===== config.mk =====
export PLATFORM = sky130hd
export DESIGN_NAME = sync_fifo_flex
export DESIGN_NICKNAME = d
export VERILOG_FILES = /design/src/rtl/fifo_pkg.sv /design/src/rtl/fifo_ram.sv /design/src/rtl/sync_fifo_flex.sv
export SDC_FILE = /design/constraint.sdc
export NUM_CORES = 1
export LEC_CHECK = 0
export ABC_AREA = 1
export CAP_MARGIN = 10
export CORE_UTILIZATION = 25
export DETAILED_ROUTE_END_ITERATION = 8
export DONT_BUFFER_PORTS = 1
export SYNTH_ARGS = -nofsm -noshare
export SYNTH_HDL_FRONTEND = slang
export SYNTH_HIERARCHICAL = 1
export SYNTH_SLANG_ARGS = --single-unit

===== constraint.sdc =====
create_clock -name clk -period 2.6 [get_ports clk]
set_input_delay 0.78 -clock clk [delete_from_list [all_inputs] [get_ports clk]]
set_output_delay 0.78 -clock clk [all_outputs]
set_load 0.005 [all_outputs]

===== src/rtl/fifo_pkg.sv =====
// Shared types for the flexible synchronous FIFO: read mode, count-width helper,
// and the registered status-flag bundle.
package fifo_pkg;

    typedef enum logic {FIFO_STD, FIFO_FWFT} fifo_mode_e;

    typedef struct packed {
        logic full;
        logic almost_full;
        logic empty;
        logic almost_empty;
    } fifo_status_t;

    // Width able to hold 0..depth inclusive.
    function automatic int cw_f(input int depth);
        return $clog2(depth + 1);
    endfunction

endpackage


===== src/rtl/fifo_ram.sv =====
// DEPTH x DATA_WIDTH storage array: synchronous write, asynchronous read.
module fifo_ram #(
    parameter int DATA_WIDTH = 8,
    parameter int DEPTH      = 16
) (
    input  logic                     clk,
    input  logic                     we,
    input  logic [$clog2(DEPTH)-1:0] waddr,
    input  logic [DATA_WIDTH-1:0]    wdata,
    input  logic [$clog2(DEPTH)-1:0] raddr,
    output logic [DATA_WIDTH-1:0]    rdata
);

    logic [DATA_WIDTH-1:0] mem [DEPTH];

    always_ff @(posedge clk) begin
        if (we) mem[waddr] <= wdata;
    end

    assign rdata = mem[raddr];

endmodule


===== src/rtl/sync_fifo_flex.sv =====
// Single-clock FIFO with standard/FWFT read, any depth >= 2, registered flags and sticky errors.
// Define SYNC_FIFO_FLEX_STATS_EN to build the peak_count high-water tracker.
module sync_fifo_flex
    import fifo_pkg::*;
#(
    parameter int DATA_WIDTH = 8,
    parameter int DEPTH      = 16,
    parameter int FWFT       = 0,
    parameter int AF_LEVEL   = 14,
    parameter int AE_LEVEL   = 2
) (
    input  logic                     clk,
    input  logic                     rst_n,
    input  logic [DATA_WIDTH-1:0]    wr_data,
    input  logic                     wr_en,
    output logic                     full,
    output logic                     almost_full,
    input  logic                     rd_en,
    output logic [DATA_WIDTH-1:0]    rd_data,
    output logic                     empty,
    output logic                     almost_empty,
    output logic [cw_f(DEPTH)-1:0]   count,
    output logic                     overflow,
    output logic                     underflow,
    input  logic                     clr_err,
    output logic [cw_f(DEPTH)-1:0]   peak_count
);

    localparam int CW = cw_f(DEPTH);
    localparam int PW = $clog2(DEPTH);
    localparam fifo_mode_e MODE = (FWFT != 0) ? FIFO_FWFT : FIFO_STD;
    localparam logic [PW-1:0] LAST    = PW'(DEPTH - 1);
    localparam logic [CW-1:0] DEPTH_C = CW'(DEPTH);
    localparam logic [CW-1:0] AF_C    = CW'(AF_LEVEL);
    localparam logic [CW-1:0] AE_C    = CW'(AE_LEVEL);
    localparam fifo_status_t  RST_ST  = '{full: 1'b0, almost_full: (AF_LEVEL == 0),
                                          empty: 1'b1, almost_empty: 1'b1};

    fifo_status_t          st, st_next;
    logic [PW-1:0]         wr_ptr, rd_ptr;
    logic [CW-1:0]         count_next;
    logic                  rd_acc, wr_acc;
    logic [DATA_WIDTH-1:0] ram_rdata;

    // A read frees a slot in the same cycle, so a full FIFO can still take a write.
    assign rd_acc = rd_en & ~st.empty;
    assign wr_acc = wr_en & (~st.full | rd_acc);

    always_comb begin
        count_next = count;
        if (wr_acc & ~rd_acc)      count_next = count + 1'b1;
        else if (rd_acc & ~wr_acc) count_next = count - 1'b1;
        st_next.full         = (count_next == DEPTH_C);
        st_next.almost_full  = (count_next >= AF_C);
        st_next.empty        = (count_next == '0);
        st_next.almost_empty = (count_next <= AE_C);
    end

    always_ff @(posedge clk or negedge rst_n) begin
        if (!rst_n) begin
            wr_ptr    <= '0;
            rd_ptr    <= '0;
            count     <= '0;
            st        <= RST_ST;
            overflow  <= 1'b0;
            underflow <= 1'b0;
        end else begin
            if (wr_acc) wr_ptr <= (wr_ptr == LAST) ? '0 : wr_ptr + 1'b1;
            if (rd_acc) rd_ptr <= (rd_ptr == LAST) ? '0 : rd_ptr + 1'b1;
            count <= count_next;
            st    <= st_next;
            if (wr_en & ~wr_acc) overflow <= 1'b1;
            else if (clr_err)    overflow <= 1'b0;
            if (rd_en & st.empty) underflow <= 1'b1;
            else if (clr_err)     underflow <= 1'b0;
        end
    end

    assign full         = st.full;
    assign almost_full  = st.almost_full;
    assign empty        = st.empty;
    assign almost_empty = st.almost_empty;

    fifo_ram #(.DATA_WIDTH(DATA_WIDTH), .DEPTH(DEPTH)) u_ram (
        .clk   (clk),
        .we    (wr_acc),
        .waddr (wr_ptr),
        .wdata (wr_data),
        .raddr (rd_ptr),
        .rdata (ram_rdata)
    );

    generate
        if (MODE == FIFO_FWFT) begin : g_fwft
            assign rd_data = st.empty ? '0 : ram_rdata;
        end else begin : g_std
            logic [DATA_WIDTH-1:0] rd_q;
            always_ff @(posedge clk or negedge rst_n) begin
                if (!rst_n)      rd_q <= '0;
                else if (rd_acc) rd_q <= ram_rdata;
            end
            assign rd_data = rd_q;
        end
    endgenerate

`ifdef SYNC_FIFO_FLEX_STATS_EN
    logic [CW-1:0] peak_q;
    // clr_err restarts tracking from the occupancy being entered this cycle.
    always_ff @(posedge clk or negedge rst_n) begin
        if (!rst_n)                   peak_q <= '0;
        else if (clr_err)             peak_q <= count_next;
        else if (count_next > peak_q) peak_q <= count_next;
    end
    assign peak_count = peak_q;
`else
    assign peak_count = '0;
`endif

endmodule


==> results of run 1 <==
==> worst paths after layout <==
kind	to	cells past startpoint
hold / removal	rd_data[5]	0
max in group asynchronous	almost_empty	0
setup / recovery	u_ram/mem[13][5]	6
min in group clk	u_ram/mem[5][6]	0
hold reg to reg	rd_data[6]	2
setup reg to reg	u_ram/mem[13][5]	6
==> sequential cells by signal, indices dropped and copies added, names as in the netlist <==
register,flops
rd_data,8
wr_ptr,4
count,5
rd_ptr,4
almost_full,1
almost_empty,1
empty,1
underflow,1
full,1
overflow,1
u_ram/mem,128
==> metal layers <==
| metal | share of wire | vias up | global-route usage |
|---|---|---|---|
| li1 | - | 2281 | - |
| met1 | 0.43 | 2166 | 0.154 |
| met2 | 0.48 | 151 | 0.202 |
| met3 | 0.059 | 32 | 0.0301 |
| met4 | 0.024 | 0 | 0.0486 |
| met5 | 0 | - | 0 |
==> stage by stage <==
step / setup slack (ps) / std cells
2_1_floorplan: 540 / 711
3_3_place_gp: 419 / 1073
3_5_place_dp: 419 / 1073
4_1_cts: 707 / 1104
5_1_grt: 594 / 1104
6_report: 682 / 1104
==> power groups by stage <==
stage,Sequential (mW),Clock [mW],Combinational (mW)
final,3.41,2.64,2.41
after global routing,3.44,2.77,2.68
after CTS,3.42,2.68,2.40
after detailed placement,3.46,0,2.38
after global placement,3.45,0,2.39
after floorplan,3.30,0,1.86
==> area by class of cell <==
cell class	count	area, sq um
clock inverters	13	199
clock buffers	18	429
multi-input cells	403	1810
fillers	2847	19100
repair buffers	22	178
flip-flops and latches	155	4520
well taps	372	465
inverters	121	454
==> cells in the final DEF (no fill, tap or decap), types with 2 or more instances in the layout <==
cell | netlist | routed
sky130_fd_sc_hd__nand3b_1 | 2 | 2
sky130_fd_sc_hd__edfxtp_1 | 128 | 128
sky130_fd_sc_hd__dfrtp_1 | 25 | 24
sky130_fd_sc_hd__nand2_1 | 228 | 228
sky130_fd_sc_hd__o22ai_1 | 2 | 2
sky130_fd_sc_hd__inv_2 | 9 | 9
sky130_fd_sc_hd__xor2_1 | 2 | 2
sky130_fd_sc_hd__nand2_4 | 2 | 2
sky130_fd_sc_hd__clkbuf_16 | 0 | 17
sky130_fd_sc_hd__ha_1 | 4 | 4
sky130_fd_sc_hd__dfstp_2 | 2 | 2
sky130_fd_sc_hd__buf_4 | 9 | 21
sky130_fd_sc_hd__clkinv_1 | 0 | 3
sky130_fd_sc_hd__a21oi_1 | 3 | 3
sky130_fd_sc_hd__xnor2_1 | 5 | 5
sky130_fd_sc_hd__inv_1 | 112 | 112
sky130_fd_sc_hd__conb_1 | 1 | 5
sky130_fd_sc_hd__bufinv_16 | 0 | 5
sky130_fd_sc_hd__clkinvlp_4 | 0 | 2
sky130_fd_sc_hd__nor2_1 | 27 | 27
sky130_fd_sc_hd__nand3_1 | 111 | 111
==> worst max-delay path: stages, from the launching register on <==
cell	delay, ps
sky130_fd_sc_hd__dfstp_2	390
sky130_fd_sc_hd__inv_2	90
sky130_fd_sc_hd__nand2_4	140
sky130_fd_sc_hd__a21oi_2	420
sky130_fd_sc_hd__nand3_1	230
sky130_fd_sc_hd__nor2_1	150
sky130_fd_sc_hd__buf_4	190
==> kinds of logic (layout without fill, tap and decap cells) <==
group / count (synthesis) / count (layout) / share of synthesized area
simple gates: 377 / 377 / 0.231
buf+inv: 153 / 174 / 0.0960
other cells: 1 / 5 / 0.000537
fa+ha+maj: 4 / 4 / 0.00717
flops: 155 / 155 / 0.647
xor+xnor: 7 / 7 / 0.00878
compound gates: 10 / 10 / 0.00896
==> reports/summary.log, run 1 <==
INFO  timing         final.setup.tns=0ps
INFO  yosys          synthesis.yosys.warnings=6
INFO  timing         holdWs=47.2ps
INFO  pwr            p_int=5.52mW
INFO  yosys          synthMostInstantiatedCell=sky130_fd_sc_hd__nand2_1
INFO  timing         drv_slew=0
INFO  yosys          synth.yosys.seq_area_share=0.647
INFO  pwr            clock_network_fraction_of_total_power=0.312
INFO  global_routing grt_pass1_wl=25.8mm
INFO  placed_design  place.detailed.hpwl=10.6mm
INFO  clock_tree     post_cts_hold_buffer_count=0
INFO  routing        drt.antenna.violating_nets=0
INFO  pwr            static_leakage_power=3.46nW
INFO  yosys          synth.top_cell.area_share=0.550
INFO  setup_path     critical_path_class=reg -> reg
INFO  pwr            comb_power_frac=0.285
INFO  setup_path     critical_path.startpoint_type=flip-flop
INFO  global_routing grt_pass1_vias=4619
INFO  routing        detailedRoute.firstIterationViolations=476
INFO  min_path       min-delay-path-class=in -> async
INFO  setup_path     worstSetupEndpointType=flip-flop
INFO  yosys          synthesis.area_per_instance=9.88squm
INFO  yosys          synth_common_cells=sky130_fd_sc_hd__nand2_1, sky130_fd_sc_hd__edfxtp_1, sky130_fd_sc_hd__inv_1
INFO  die            initial_core_util=0.257
INFO  setup_path     critical_r2r_launch=empty
INFO  die            fp.dieW=169um
INFO  timing         final.min_clock_period=1920ps
INFO  global_routing grt_start_max_net_pins=69
INFO  run            timing.max_cap.violations=0
INFO  pwr            share_seq_of_total_power=0.404
INFO  setup_path     worstPathMaxFanout=14
INFO  setup_path     required=2730ps
INFO  die            ioPinCount=37
INFO  timing         timing_worst_slew_pin_value=722ps
INFO  yosys          synth-edff-count=128
INFO  placed_design  weighted_congestion_reported_at_the_end_of_routability_driven_placement=0.816
INFO  routing        detailroute.via_count=4630
INFO  clock_tree     tritoncts=built
INFO  die            die_area=28600squm
INFO  die            core=27200squm
INFO  clock_tree     post_cts_resize_count=0
INFO  yosys          syn-instance-count=707
INFO  timing         fmaxAchievable=521MHz
INFO  yosys          netlist.top_cell.by_area=sky130_fd_sc_hd__edfxtp_1
INFO  routing        wirelength=16.5mm
INFO  timing         final.period_utilization=0.738
INFO  pwr            swShare=0.347
INFO  finish         syn_to_final_growth=15.3%
INFO  clock_tree     ctsLongestPathBuffers=2
INFO  yosys          mappedNetlistArea=6980squm
INFO  yosys          yosys_most_used_dff=sky130_fd_sc_hd__edfxtp_1
INFO  routing        drtPass1Iterations=6
INFO  finish         antenna_cells_inserted=0
INFO  routing        drc=0
INFO  timing         timing_hold_violations_final=0
INFO  clock_tree     postCtsSetupBuffers=0
INFO  clock_tree     cts_root_buffer=sky130_fd_sc_hd__clkbuf_16
INFO  finish         drive_above_1_share=0.0943
INFO  setup_path     worst_ep_arrival_time=2050ps
INFO  timing         finalClockSkew=6.30ps
INFO  pwr            ir_worst_vdd=0.481mV
INFO  timing         rsz0062_at_grt=no
INFO  setup_path     register_to_register_path_setup_slack=680ps
INFO  yosys          async_set_or_reset_flop_fraction_in_the_synthesized_netlist=0.174
INFO  yosys          post_synth_main_area_contributors=sky130_fd_sc_hd__edfxtp_1, sky130_fd_sc_hd__nand2_1, sky130_fd_sc_hd__dfrtp_1
INFO  die            fp.dieH=169um
INFO  finish         final_core_utilization=0.296
INFO  die            std_cell_rows=60
INFO  clock_tree     cts_htree_levels=4
INFO  clock_tree     cts.sinks=155
INFO  global_routing grt_use_total=0.122
INFO  placed_design  i_o_buffers=0
INFO  setup_path     timing.critical_path.from=empty
INFO  clock_tree     insertion_delay=430ps
INFO  finish         finalNetCount=737
INFO  pwr            post-layout-total-power=8.45mW
INFO  placed_design  placedInstanceArea=7430squm
INFO  pwr            net-switching-power=2.93mW
INFO  outcome        run_status=finished clean
INFO  pwr            power-per-cell-area=1050nW/um^2
INFO  yosys          post_synth_cell_types=33
INFO  finish         fin_area=8060squm
INFO  timing         finalSetupViolCount=0
INFO  yosys          number_of_synthesized_register_bits=155
INFO  clock_tree     worst_setup_hold_path_clk_slew=60ps
INFO  global_routing globalRoute.totalOverflow=0
INFO  global_routing grt_antenna_before_repair=0
INFO  timing         slew-limit-headroom=0.519
INFO  routing        detail_route.wl_per_cell=14.9um
INFO  routing        routed_via_density=4.19
INFO  clock_tree     cts_inserted_buffers=17
Note: power is estimated with default switching activity, not from simulation.
==> inputs of run 2 (changes only) <==
==> constraint.sdc (replaced) <==
create_clock -name clk -period 1.71 [get_ports clk]
set_input_delay 0.513 -clock clk [delete_from_list [all_inputs] [get_ports clk]]
set_output_delay 0.513 -clock clk [all_outputs]
set_load 0.005 [all_outputs]
==> reports/summary.log, run 2 (synthesis results as in run 1) <==
INFO  outcome        run_status=finished clean
INFO  finish         syn_to_final_growth=17.7%
INFO  timing         drv_slew=0
INFO  routing        drc=0
INFO  placed_design  weighted_congestion_reported_at_the_end_of_routability_driven_placement=0.854
INFO  timing         final.setup.tns=0ps
INFO  routing        drtPass1Iterations=6
INFO  die            fp.dieH=169um
INFO  clock_tree     tritoncts=built
INFO  setup_path     worst_ep_arrival_time=1750ps
INFO  routing        wirelength=16.3mm
INFO  die            die_area=28600squm
INFO  routing        detailedRoute.firstIterationViolations=421
INFO  finish         finalNetCount=750
INFO  setup_path     timing.critical_path.from=empty
INFO  die            ioPinCount=37
INFO  routing        detailroute.via_count=4672
INFO  setup_path     rr_endpoint=u_ram/mem[9][7]
INFO  clock_tree     cts.sinks=155
INFO  setup_path     critical_r2r_launch=empty
INFO  routing        detail_route.wl_per_cell=14.5um
INFO  global_routing grt_pass1_vias=4569
INFO  finish         multi_input_comb_area=1820squm
INFO  setup_path     register_to_register_path_setup_slack=100ps
INFO  setup_path     reg2reg_depth=7
INFO  global_routing grt_antenna_before_repair=0
INFO  timing         final.period_utilization=0.944
INFO  setup_path     end_of_the_critical_path=u_ram/mem[9][7]
INFO  pwr            power-per-cell-area=1570nW/um^2
INFO  finish         mostFrequentLayoutCells=sky130_fd_sc_hd__nand2_1, sky130_fd_sc_hd__edfxtp_1, sky130_fd_sc_hd__inv_1
INFO  pwr            static_leakage_power=3.55nW
INFO  clock_tree     insertion_delay=420ps
INFO  timing         timing_hold_violations_final=0
INFO  die            core=27200squm
INFO  die            initial_core_util=0.257
INFO  global_routing grt_use_total=0.120
INFO  setup_path     worstPathMaxFanout=8
INFO  finish         finish.cell_count_without_fillers=1118
INFO  timing         final.min_clock_period=1610ps
INFO  timing         finalClockSkew=9.18ps
INFO  routing        drt.antenna.violating_nets=0
INFO  finish         fillers=2809
INFO  min_path       min-delay-path-class=in -> reg
INFO  setup_path     critical_path_class=reg -> reg
INFO  finish         antenna_cells_inserted=0
INFO  clock_tree     cts_htree_levels=4
INFO  placed_design  place.detailed.hpwl=10.9mm
INFO  routing        routed_via_density=4.18
INFO  finish         final_core_utilization=0.302
INFO  placed_design  post-place-cells=1083
INFO  global_routing globalRoute.totalOverflow=0
INFO  placed_design  placedInstanceArea=7560squm
INFO  finish         largest_register_ff_count=128
INFO  clock_tree     cts_root_buffer=sky130_fd_sc_hd__clkbuf_16
INFO  finish         largest-register=u_ram/mem
INFO  finish         drive_above_1_share=0.121
INFO  finish         fin_area=8220squm
INFO  timing         rsz0062_at_grt=yes
INFO  global_routing grt_start_max_net_pins=69
INFO  finish         ff_latch_area=4520squm
INFO  timing         fmaxAchievable=620MHz
INFO  pwr            ir_worst_vdd=0.603mV
INFO  finish         mostFrequentLayoutCell=sky130_fd_sc_hd__nand2_1
INFO  run            timing.max_cap.violations=0
INFO  setup_path     worstSetupEndpointType=flip-flop
INFO  die            fp.dieW=169um
INFO  setup_path     required=1840ps
INFO  clock_tree     worst_setup_hold_path_clk_slew=60ps
INFO  setup_path     critical_path.startpoint_type=flip-flop
INFO  clock_tree     cts_inserted_buffers=17
INFO  clock_tree     ctsLongestPathBuffers=2
INFO  placed_design  i_o_buffers=0
INFO  die            std_cell_rows=60
INFO  global_routing grt_pass1_wl=25.4mm
INFO  timing         finalSetupViolCount=0
## run 2: critical path, stage by stage (launching register included)
cell,delay (ps)
sky130_fd_sc_hd__dfstp_2,390
sky130_fd_sc_hd__inv_2,80
sky130_fd_sc_hd__nand2_4,60
sky130_fd_sc_hd__a21oi_4,150
sky130_fd_sc_hd__buf_12,140
sky130_fd_sc_hd__nand3b_1,150
sky130_fd_sc_hd__nor2_1,170
sky130_fd_sc_hd__buf_4,190
## run 2: power by group
part	total, mW	internal, mW	switching (mW)
clock	3.87	2.32	1.55
sequential	5.11	4.67	0.440
combinational	3.93	1.35	2.58
## run 2: how the worst min path moves through the flow
stage	from	to	slack, ps	cells past startpoint
6_report	wr_data[5]	u_ram/mem[5][5]	180	0
5_1_grt	wr_data[5]	u_ram/mem[5][5]	160	0
4_1_cts	wr_data[5]	u_ram/mem[5][5]	170	0
3_5_place_dp	rst_n	rd_data[3]	220	0
3_3_place_gp	rst_n	underflow	220	0
2_1_floorplan	rst_n	almost_full	220	0
## run 2: layer usage
layer  part of all wire  GRT usage  vias to the layer above
met5                  0          0                        -
met3              0.051     0.0238                       28
met4              0.026     0.0517                        0
met1               0.45      0.157                     2210
met2               0.47      0.193                      132
li1                   -          -                     2302
## run 2: what timing repair did
item,in CTS,in global routing
endpoints found under the hold margin,27,0
hold buffers,2,0
buffers inserted,0,1
gates resized for setup,0,3
endpoints found under the setup margin,0,63
## run 2: cell type report
cell class	count	share of cell area
Multi-Input combinational cell	403	0.222
Timing Repair Buffer	35	0.0414
Inverter	121	0.0553
Sequential cell	155	0.551
Clock buffer	17	0.0518
Clock inverter	15	0.0227
Tap cell	372	0.0566
## run 2: stage by stage
step	hold slack (ps)	setup slack (ps)	total power, mW
after CTS	167	48.7	13.0
after floorplan	217	-83.3	7.86
after global routing	157	0.304	13.7
after global placement	218	19.1	9.04
final	181	96.4	12.9
after detailed placement	218	18.9	9.07
==> inputs of run 3 (changes only) <==
--- a/config.mk
+++ b/config.mk
@@ -10,6 +10,7 @@
 export CORE_UTILIZATION = 25
 export DETAILED_ROUTE_END_ITERATION = 8
 export DONT_BUFFER_PORTS = 1
+export PLACE_DENSITY_LB_ADDON = 0.1
 export SYNTH_ARGS = -nofsm -noshare
 export SYNTH_HDL_FRONTEND = slang
 export SYNTH_HIERARCHICAL = 1
==> reports/summary.log, run 3 (synthesis results as in run 1) <==
INFO  finish         mostFrequentLayoutCells=sky130_fd_sc_hd__nand2_1, sky130_fd_sc_hd__edfxtp_1, sky130_fd_sc_hd__inv_1
INFO  pwr            comb_power_frac=0.325
INFO  pwr            static_leakage_power=3.53nW
INFO  clock_tree     cts_htree_levels=4
INFO  finish         ff_latch_area=4520squm
INFO  clock_tree     cts_root_buffer=sky130_fd_sc_hd__clkbuf_16
INFO  setup_path     register_to_register_path_setup_slack=60ps
INFO  global_routing grt_use_total=0.140
INFO  timing         holdWs=185ps
INFO  timing         finalSetupViolCount=0
INFO  timing         rsz0062_at_grt=yes
INFO  setup_path     required=1840ps
INFO  global_routing grt_pass1_wl=28.6mm
INFO  clock_tree     worst_setup_hold_path_clk_slew=70ps
INFO  clock_tree     cts_inserted_buffers=17
INFO  timing         drv_slew=0
INFO  pwr            post-layout-total-power=12.8mW
INFO  routing        drt.antenna.violating_nets=0
INFO  min_path       min-delay-path-class=in -> reg
INFO  die            core=27200squm
INFO  finish         drive_above_1_share=0.124
INFO  die            initial_core_util=0.257
INFO  routing        drc=0
INFO  finish         largest_register_ff_count=128
INFO  setup_path     worstPathMaxFanout=8
INFO  die            fp.dieW=169um
INFO  die            std_cell_rows=60
INFO  die            die_area=28600squm
INFO  setup_path     worstSetupEndpointType=flip-flop
INFO  timing         finalClockSkew=13.3ps
INFO  die            ioPinCount=37
INFO  global_routing grt_antenna_before_repair=0
INFO  finish         fillers=2862
INFO  outcome        run_status=finished clean
INFO  finish         multi_input_comb_area=1830squm
INFO  setup_path     critical_path_class=reg -> reg
INFO  timing         fmaxAchievable=606MHz
INFO  clock_tree     tritoncts=built
INFO  pwr            share_seq_of_total_power=0.401
INFO  finish         largest-register=u_ram/mem
INFO  timing         final.period_utilization=0.966
INFO  finish         antenna_cells_inserted=0
INFO  routing        detailedRoute.firstIterationViolations=429
INFO  run            timing.max_cap.violations=0
INFO  finish         finalNetCount=752
INFO  pwr            p_int=7.94mW
INFO  setup_path     critical_path.startpoint_type=flip-flop
INFO  pwr            swShare=0.378
INFO  global_routing groute.layer.met3.usage=0.0378
INFO  die            fp.dieH=169um
INFO  pwr            clock_network_fraction_of_total_power=0.274
INFO  finish         mostFrequentLayoutCell=sky130_fd_sc_hd__nand2_1
INFO  routing        detailroute.via_count=4760
INFO  timing         timing_worst_slew_pin_value=531ps
INFO  routing        routed_via_density=4.25
INFO  finish         syn_to_final_growth=17.2%
INFO  placed_design  weighted_congestion_reported_at_the_end_of_routability_driven_placement=0.849
INFO  clock_tree     insertion_delay=420ps
INFO  routing        detail_route.wl_per_cell=17.0um
INFO  global_routing grt_start_max_net_pins=37
INFO  global_routing grtUsageMet1=0.180
INFO  pwr            ir_worst_vdd=0.583mV
INFO  pwr            net-switching-power=4.82mW
INFO  global_routing grtUsageMet2=0.232
INFO  timing         timing_hold_violations_final=0
INFO  placed_design  i_o_buffers=0
INFO  timing         slew-limit-headroom=0.645
INFO  global_routing grt_pass1_vias=4965
INFO  timing         final.min_clock_period=1650ps
INFO  placed_design  place.detailed.hpwl=12.9mm
INFO  setup_path     worst_ep_arrival_time=1780ps
INFO  global_routing gr_busiest_metal=met2
INFO  clock_tree     ctsLongestPathBuffers=2
INFO  pwr            power-per-cell-area=1560nW/um^2
INFO  routing        wirelength=19.1mm
INFO  global_routing globalRoute.totalOverflow=0
INFO  clock_tree     cts.sinks=155
INFO  routing        drtPass1Iterations=7
## run 3: changes by cell type in the layout (fill, tap and decap cells not counted), sizes merged
cell      previous run  this run
buf                 34        36
clkinvlp             1         3
inv                127       128
bufinv               3         0
## run 3: critical path, stage by stage, from the launching register on
cell	delay [ps]
sky130_fd_sc_hd__dfstp_2	380
sky130_fd_sc_hd__inv_2	70
sky130_fd_sc_hd__nand2_4	60
sky130_fd_sc_hd__a21oi_4	140
sky130_fd_sc_hd__buf_12	130
sky130_fd_sc_hd__nand3b_1	220
sky130_fd_sc_hd__nor2_1	170
sky130_fd_sc_hd__buf_4	190
## run 3: through the flow
| stage | util | setup WS, ps | instances | TNS [ps] | cell area [sq um] |
|---|---|---|---|---|---|
| after global routing | 0.301 | -30.1 | 1120 | -250 | 8190 |
| after detailed placement | 0.279 | -18.1 | 1085 | -156 | 7580 |
| final | 0.301 | 58.9 | 1120 | 0 | 8190 |
| after CTS | 0.300 | 16.9 | 1119 | 0 | 8150 |
| after global placement | 0.279 | 6.96 | 1085 | 0 | 7580 |
| after floorplan | - | -83.3 | 711 | -9050 | 7000 |
## run 3: routing by layer
| layer | share of wire | vias to the layer above |
|---|---|---|
| met5 | 0 | - |
| met4 | 0.0081 | 0 |
| met3 | 0.050 | 8 |
| met2 | 0.48 | 113 |
| met1 | 0.46 | 2340 |
| li1 | - | 2299 |
## run 3: worst paths after layout
kind | start | endpoint | depth (start not counted)
setup / recovery | empty | u_ram/mem[5][5] | 7
min in group asynchronous | rst_n | count[2] | 2
hold / removal | wr_data[7] | u_ram/mem[2][7] | 0
setup reg to reg | empty | u_ram/mem[5][5] | 7
hold reg to reg | rd_data[6] | rd_data[6] | 2
max in group asynchronous | rst_n | empty | 2
## run 3: layout make-up
class,count,area share
clock buffers,17,0.0520
clock inverters,15,0.0139
flip-flops and latches,155,0.553
repair buffers,37,0.0459
well taps,372,0.0569
multi-input cells,403,0.223
inverters,121,0.0555
## run 3: power by group through the flow
stage          Combinational [mW]  Clock (mW)  Sequential [mW]
6_report                     4.14        3.50             5.12
3_3_place_gp                 4.09           0             5.21
3_5_place_dp                 4.10           0             5.20
2_1_floorplan                2.84           0             5.02
5_1_grt                      4.61        3.73             5.18
4_1_cts                      4.13        3.61             5.13
## run 3: what timing repair did
action                     in CTS  in global routing
hold buffers                    2                  0
gates resized for setup         0                  6
setup buffers                   0                  1
hold endpoints to repair       27                  0
setup endpoints to repair       0                 38
